[src/rtl/dp_ram_fifo_ctrl.sv]
// dp_ram_fifo_ctrl: single-clock first-word-fall-through FIFO controller that drives an
// external dual-port RAM macro. Port B is the write port and port A is the read port.
// A 2-entry output buffer hides the macro's 1-cycle read latency, so the pop side can
// sustain one transfer per cycle.
//
// Ports:
//   CLK, rst_n          clock (rising edge), asynchronous active-low reset
//   flush               synchronous clear, highest priority
//   push_valid/ready    producer stream, push_data payload
//   pop_valid/ready     consumer stream, pop_data head entry (registered)
//   count               entries pushed and not yet popped, 0..DEPTH
//   ram_AA/ram_CEA      read address / read enable
//   ram_AB/ram_CEB      write address / write enable
//   ram_DB/ram_BWB      write data / bit write enable (all ones)
//   ram_QA              read data, valid the cycle after ram_CEA
module dp_ram_fifo_ctrl #(
  parameter int unsigned ADDR_WIDTH = 4,
  parameter int unsigned DATA_WIDTH = 32
) (
  input  logic                  CLK,
  input  logic                  rst_n,
  input  logic                  flush,
  input  logic                  push_valid,
  output logic                  push_ready,
  input  logic [DATA_WIDTH-1:0] push_data,
  output logic                  pop_valid,
  input  logic                  pop_ready,
  output logic [DATA_WIDTH-1:0] pop_data,
  output logic [ADDR_WIDTH:0]   count,
  output logic [ADDR_WIDTH-1:0] ram_AA,
  output logic                  ram_CEA,
  output logic [ADDR_WIDTH-1:0] ram_AB,
  output logic                  ram_CEB,
  output logic [DATA_WIDTH-1:0] ram_DB,
  output logic [DATA_WIDTH-1:0] ram_BWB,
  input  logic [DATA_WIDTH-1:0] ram_QA
);

  localparam logic [ADDR_WIDTH:0] DepthCnt = {1'b1, {ADDR_WIDTH{1'b0}}};

  logic [ADDR_WIDTH-1:0] wr_ptr_q, wr_ptr_d;
  logic [ADDR_WIDTH-1:0] fetch_ptr_q, fetch_ptr_d;
  logic [ADDR_WIDTH:0]   count_q, count_d;
  logic [ADDR_WIDTH:0]   ram_cnt_q, ram_cnt_d;
  logic                  inflight_q, inflight_d;
  logic [1:0]            ob_cnt_q, ob_cnt_d;
  logic [DATA_WIDTH-1:0] ob0_q, ob0_d;
  logic [DATA_WIDTH-1:0] ob1_q, ob1_d;

  logic       push_fire;
  logic       pop_fire;
  logic       fetch;
  logic [2:0] ob_occ;
  logic [2:0] ob_limit;
  logic [1:0] ob_rem;

  // Write side
  assign push_ready = rst_n & ~flush & (count_q < DepthCnt);
  assign push_fire  = push_valid & push_ready;
  assign ram_CEB    = push_fire;
  assign ram_AB     = wr_ptr_q;
  assign ram_DB     = push_data;
  assign ram_BWB    = {DATA_WIDTH{1'b1}};

  // Pop side
  assign pop_valid = (ob_cnt_q != 2'd0);
  assign pop_fire  = pop_valid & pop_ready;
  assign pop_data  = ob0_q;
  assign count     = count_q;

  // Fetch only when the buffer slot is guaranteed: held + in-flight - leaving < 2.
  assign ob_occ   = {1'b0, ob_cnt_q} + {2'b00, inflight_q};
  assign ob_limit = 3'd2 + {2'b00, pop_fire};
  assign fetch    = ~flush & (ram_cnt_q != '0) & (ob_occ < ob_limit);
  assign ram_CEA  = fetch;
  assign ram_AA   = fetch_ptr_q;

  always_comb begin
    wr_ptr_d    = wr_ptr_q + {{(ADDR_WIDTH-1){1'b0}}, push_fire};
    fetch_ptr_d = fetch_ptr_q + {{(ADDR_WIDTH-1){1'b0}}, fetch};
    count_d     = count_q + {{ADDR_WIDTH{1'b0}}, push_fire} - {{ADDR_WIDTH{1'b0}}, pop_fire};
    ram_cnt_d   = ram_cnt_q + {{ADDR_WIDTH{1'b0}}, push_fire} - {{ADDR_WIDTH{1'b0}}, fetch};
    // A new fetch keeps a read outstanding; otherwise the pending one lands now.
    inflight_d  = fetch;

    ob0_d  = ob0_q;
    ob1_d  = ob1_q;
    ob_rem = ob_cnt_q - {1'b0, pop_fire};
    if (pop_fire) begin
      ob0_d = ob1_q;
    end
    // Captured word always goes behind whatever survives the pop.
    if (inflight_q) begin
      if (ob_rem == 2'd0) begin
        ob0_d = ram_QA;
      end else begin
        ob1_d = ram_QA;
      end
    end
    ob_cnt_d = ob_rem + {1'b0, inflight_q};
  end

  always_ff @(posedge CLK or negedge rst_n) begin
    if (!rst_n) begin
      wr_ptr_q    <= '0;
      fetch_ptr_q <= '0;
      count_q     <= '0;
      ram_cnt_q   <= '0;
      inflight_q  <= 1'b0;
      ob_cnt_q    <= 2'd0;
      ob0_q       <= '0;
      ob1_q       <= '0;
    end else if (flush) begin
      wr_ptr_q    <= '0;
      fetch_ptr_q <= '0;
      count_q     <= '0;
      ram_cnt_q   <= '0;
      inflight_q  <= 1'b0;
      ob_cnt_q    <= 2'd0;
    end else begin
      wr_ptr_q    <= wr_ptr_d;
      fetch_ptr_q <= fetch_ptr_d;
      count_q     <= count_d;
      ram_cnt_q   <= ram_cnt_d;
      inflight_q  <= inflight_d;
      ob_cnt_q    <= ob_cnt_d;
      ob0_q       <= ob0_d;
      ob1_q       <= ob1_d;
    end
  end

endmodule
[config.mk]
export PLATFORM = sky130hd
export DESIGN_NAME = dp_ram_fifo_ctrl
export DESIGN_NICKNAME = d
export VERILOG_FILES = /design/src/rtl/dp_ram_fifo_ctrl.sv
export SDC_FILE = /design/constraint.sdc
export NUM_CORES = 1
export LEC_CHECK = 0
export BUFFER_PORTS_ARGS = -buffer_cell sky130_fd_sc_hd__buf_4
export CORE_MARGIN = 2
export CORE_UTILIZATION = 40
export DETAILED_ROUTE_END_ITERATION = 12
export GPL_ROUTABILITY_DRIVEN = 0
export PLACE_DENSITY = 0.79
export RECOVER_POWER = 25
export SLEW_MARGIN = 20
export SYNTH_ARGS = -nofsm -noshare
export SYNTH_HDL_FRONTEND = slang
export SYNTH_SLANG_ARGS = --single-unit
[constraint.sdc]
create_clock -name CLK -period 3.4 [get_ports CLK]
set_input_delay 0.85 -clock CLK [delete_from_list [all_inputs] [get_ports CLK]]
set_output_delay 0.85 -clock CLK [all_outputs]
set_load 0.01 [all_outputs]
==> Yosys cells after proc, flatten, opt, wreduce, memory -nomap -nowiden <==
Cells that the tools add are included.
{ "totals": {"input_bits": 69, "out_inout_bits": 113, "register_bits": 85} }
{ "classes": {"bitwise_logic": 8, "n_addsub": 10, "n_mux": 9, "reduce_logical": 4, "magnitude_cmp": 2} }
{ "op_table": {"columns": ["cell", "n"], "rows": [
  ["$mux W32", 3],
  ["$add A5 B1 Y5", 2],
  ["$mux W5", 2],
  ["$sub A5 B1 Y5", 2],
  ["$add A4 B1 Y4", 2],
  ["$mux W4", 2],
  ["$and A1 B1 Y1", 6],
  ["$lt A5 B5 Y1 const B", 1],
  ["$reduce_bool A5 Y1", 1],
  ["$add A2 B1 Y3", 1],
  ["$add A2 B1 Y3 const A", 1],
  ["$lt A3 B3 Y1", 1],
  ["$reduce_and A3 Y1", 1],
  ["$add A2 B1 Y2", 1],
  ["$logic_not A2 Y1", 1],
  ["$mux W2", 1],
  ["$not A1 Y1", 2],
  ["$reduce_bool A2 Y1", 1],
  ["$sub A2 B1 Y2", 1],
  ["$mux W1", 1]
]} }

==> Depth between registers and ports, before layout <==
{ "depth": {"depth_word": 7, "ltp_mapped": 13, "depth_no_buf": 13} }

==> Worst setup path before layout <==
Ideal clock, no wire load.
{ "synth_path": {"kind": "input to register", "start": "in flush", "end": "reg ram_cnt_q[4]", "setup_slack_ns": 0.185, "path_stages": 11, "t_arrival_ns": 3.080, "setup_time_ns": 0.135, "path_cell_list": "clkbuf_1 > nor4b_1 > ha_1 > inv_1 > ha_1 > inv_1 > fa_1 > nor2b_1 > o21bai_1 > a21oi_1 > nor3b_1"} }
{ "synth_between": {"word_cells_on_any_way": 9, "classes_between": "add/sub (2); mux (1); bitwise (6)"} }
{ "synth_lines": {"columns": ["item", "line", "text"], "rows": [
  ["start: declaration", "22", "input logic flush,"],
  ["$not A1 Y1 (no source line)", null, null],
  ["$and A1 B1 Y1 (2 in series)", "74", "assign fetch = ~flush & (ram_cnt_q != '0) & (ob_occ < ob_limit);"],
  ["via ram_CEA", "31", "output logic ram_CEA,"],
  ["$sub A5 B1 Y5", "82", "ram_cnt_d = ram_cnt_q + {{ADDR_WIDTH{1'b0}}, push_fire} - {{ADDR_WIDTH{1'b0}}, fetch};"],
  ["$mux W5", "113", "end else if (flush) begin"],
  ["end signal: assignment", "124", "ram_cnt_q <= ram_cnt_d;"],
  ["end: declaration", "44", "logic [ADDR_WIDTH:0] ram_cnt_q, ram_cnt_d;"]
]} }
The timed path passes the listed nets, and every way through them passes these cells.
A chain may end at the register's enable or synchronous reset.

==> Worst setup path in the final report <==
{ "layout_path": {"start": "reg inflight_q", "end": "reg ram_cnt_q[4]"} }
{ "layout_between": {"elab_chain_cells": 5} }
{ "layout_lines": {"columns": ["item", "line", "text"], "rows": [
  ["start: declaration", "45", "logic inflight_q, inflight_d;"],
  ["start signal: assignment", "125", "inflight_q <= inflight_d;"],
  ["$add A2 B1 Y3", "72", "assign ob_occ = {1'b0, ob_cnt_q} + {2'b00, inflight_q};"],
  ["$lt A3 B3 Y1", "74", null],
  ["$and A1 B1 Y1", "74", null],
  ["$sub A5 B1 Y5", "82", null],
  ["$mux W5", "113", null]
]} }
Every way passes these cells.

==> results.json <==
{
  "outcome": "finished, violations left",
  "violations": "max-capacitance violations, max-slew violations",
  "grt_pass1_vias": 2854,
  "min_period_ns": 3.09,
  "clk_pin_slew_ns": 0.10,
  "post-synth-top-count-cell": "dfrtp_1",
  "path_common_cell": "ha_1",
  "cts_tree": "built",
  "num_io_pins": 182,
  "synth-async-reset-ratio_pct": 100,
  "postRouteAntennaNets": 0,
  "endpoint_kind": "register",
  "antenna_found_initial": 0,
  "synth_compound_area_share_pct": 9.05,
  "yosys.area.top_type": "dfrtp_1",
  "drive_gt1_share_pct": 34.0,
  "ys_seq_area_share_pct": 49.5,
  "grt_pass1_wl_um": 14100,
  "wl_per_cell_um": 15.2,
  "synth_top_area_share_pct": 49.5,
  "synth_fa_ha_area_share_pct": 6.46,
  "num_antenna_cells": 0,
  "grt_usage_pct": 15.3,
  "rows": 37,
  "hold_path_class": "input pin to async pin",
  "synth_area_leaders": "dfrtp_1 (49%), buf_4 (12%), mux2_2 (7.6%)",
  "slew-limit-headroom_pct": -31.8,
  "leakage_nw": 2.53,
  "synth_top_family_by_area": "buffers and inverters",
  "syn_area_per_cell_sq_um": 11.9,
  "final_nets": 506,
  "cp-startpoint": "inflight_q",
  "hold_slack_ns": 0.330,
  "hold_buffers": 0,
  "synthesis.area_sq_um": 4300,
  "min_period_over_period_pct": 90.7,
  "clk_latency_ns": 0.35,
  "power_density_nw_per_um2": 859,
  "die_y_um": 108,
  "cap_violations": 1,
  "slowest_delay_ns": 0.49,
  "dr_total_vias": 2775,
  "worst-path-buf-inv": 2,
  "ys_warn_count": 0,
  "tightest_slew_ns": 1.98,
  "core-area_sq_um": 10400,
  "dieWidth_um": 108,
  "yosys.area_share.simple_pct": 9.43,
  "synthCells": 361,
  "htreeDepth": 3,
  "drtPass1Iterations": 4,
  "synth.area.mux_share_pct": 8.38,
  "drtIter0Drc": 136,
  "r2r_start": "inflight_q",
  "skew_ns": 0.0153,
  "place_hpwl_um": 5980,
  "cts_buffers": 9,
  "post-route-drc-count": 0,
  "synthXorXnorAreaFrac_pct": 2.65,
  "rsz0062_at_grt": "false",
  "crit_type": "register to register",
  "cp_cell_sequence": "ha_1 -> ha_1 -> o21ai_0 -> nor4b_1 -> ha_1 -> inv_1 -> ha_1 -> inv_1 -> fa_1 -> nor2b_1 -> o21bai_1 -> nand3_1 -> nor3b_1",
  "synth_edf_count": 0,
  "initial_utilization_pct": 41.5,
  "drt-total-wl_um": 8490,
  "cts_resized": 0,
  "grt_max_degree": 83,
  "path_delay_family": "adder cells",
  "port_buffers": 85,
  "viasPerCell": 4.98,
  "crit_fanout": 4,
  "ys_top_cells_by_count": "dfrtp_1 (85), buf_4 (67), a221o_1 (32), and3_1 (32), mux2_2 (29)",
  "peakVddDrop_mv": 0.455,
  "setup_viol": 0,
  "post_cts_buffers": 0,
  "synth_flop_cell": "dfrtp_1",
  "critical_path.slowest_cell": "nor4b_1",
  "hold_viol": 0,
  "clock-sinks": 85,
  "max_freq_ghz": 0.324,
  "area_delta_synth_final_pct": 14.4,
  "yosysUniqueCellTypes": 31,
  "crit_arrival_ns": 3.35,
  "crit_required_ns": 3.66,
  "overflow": 0,
  "tns_ns": 0,
  "final-max-slew-violation-count": 83,
  "clock_path_buffers": 2,
  "dieArea_sq_um": 11600,
  "critPathLaunchType": "register",
  "cts_root_buf": "clkbuf_8",
  "ys_ff_latch": 85
}
[state kept, by name (all words and copies together), names as in the netlist]
name / count
ram_cnt_q: 5
ob_cnt_q: 2
ob1_q: 32
ram_AA: 4
ram_AB: 4
pop_data: 32
inflight_q: 1
count: 5
[worst register-to-register path: stages (launching register included)]
cell and delay (ns):
dfrtp_1 0.42, ha_1 0.21, ha_1 0.26, o21ai_0 0.09, nor4b_1 0.49, ha_1 0.34, inv_1 0.06, ha_1 0.16
inv_1 0.06, fa_1 0.41, nor2b_1 0.17, o21bai_1 0.10, nand3_1 0.08, nor3b_1 0.17
[per-layer routing]
layer  track usage [%]  part of all wire (%)  vias to the layer above
met3              3.45                   5.6                       21
met2              25.5                    49                       95
met1              19.3                    44                     1372
met4              6.14                   1.6                        0
met5                 0                     0                        -
li1                  -                     -                     1287
[final cells by class]
cell class	instances	area (sq um)
fill	964	5450
sequential	85	2130
multi-input combinational	209	1690
timing repair buffer	94	699
tap	136	170
clock buffer	9	124
inverter	17	63.8
clock inverter	7	48.8
[power by group]
part	internal (mW)	switching, mW	leakage [nW]	total, mW
Clock	0.268	0.381	0.0898	0.649
Combinational	1.01	0.866	1.37	1.88
Sequential	1.45	0.249	1.07	1.70
Total	2.73	1.50	2.53	4.23
[stage by stage]
step                utilization (%)  instance area, sq um  power [mW]  cells  setup slack, ns
detailed placement             45.8                  4750        3.62    541           0.0566
CTS                            47.5                  4930        4.29    557            0.351
global placement               45.8                  4750        3.53    541            0.175
finish                         47.5                  4920        4.23    557            0.315
global route                   47.5                  4920        4.57    557            0.127
floorplan                         -                  4420        2.96    392            0.185
[cells in the final DEF, fill, tap and decap left out, types with 9 or more instances in the layout]
cell	count
buf_4	92
ha_1	19
inv_1	17
dfrtp_1	85
nor2_1	10
and3_1	32
clkbuf_8	9
mux2_2	29
conb_1	32
a221o_1	32
nor2b_1	10
[final timing paths]
kind	endpoint	cells after the start	slack [ns]
setup / recovery	ram_cnt_q[4]	13	0.31
hold / removal	pop_data[14]	1	0.33
setup reg to reg	ram_cnt_q[4]	13	0.31
hold reg to reg	ob1_q[29]	1	0.49
max in group asynchronous	ob1_q[19]	2	0.86
min in group CLK	ob1_q[29]	1	0.49
[kinds of logic after synthesis]
group	after synthesis
AND/OR/NAND/NOR	68
XOR/XNOR	13
adder cells (fa/ha/maj)	21
other	1
buffers and inverters	98
AO/OA/AOI/OAI	43
flip-flops	85
multiplexers	32
Power figures use the tool's default switching activity.
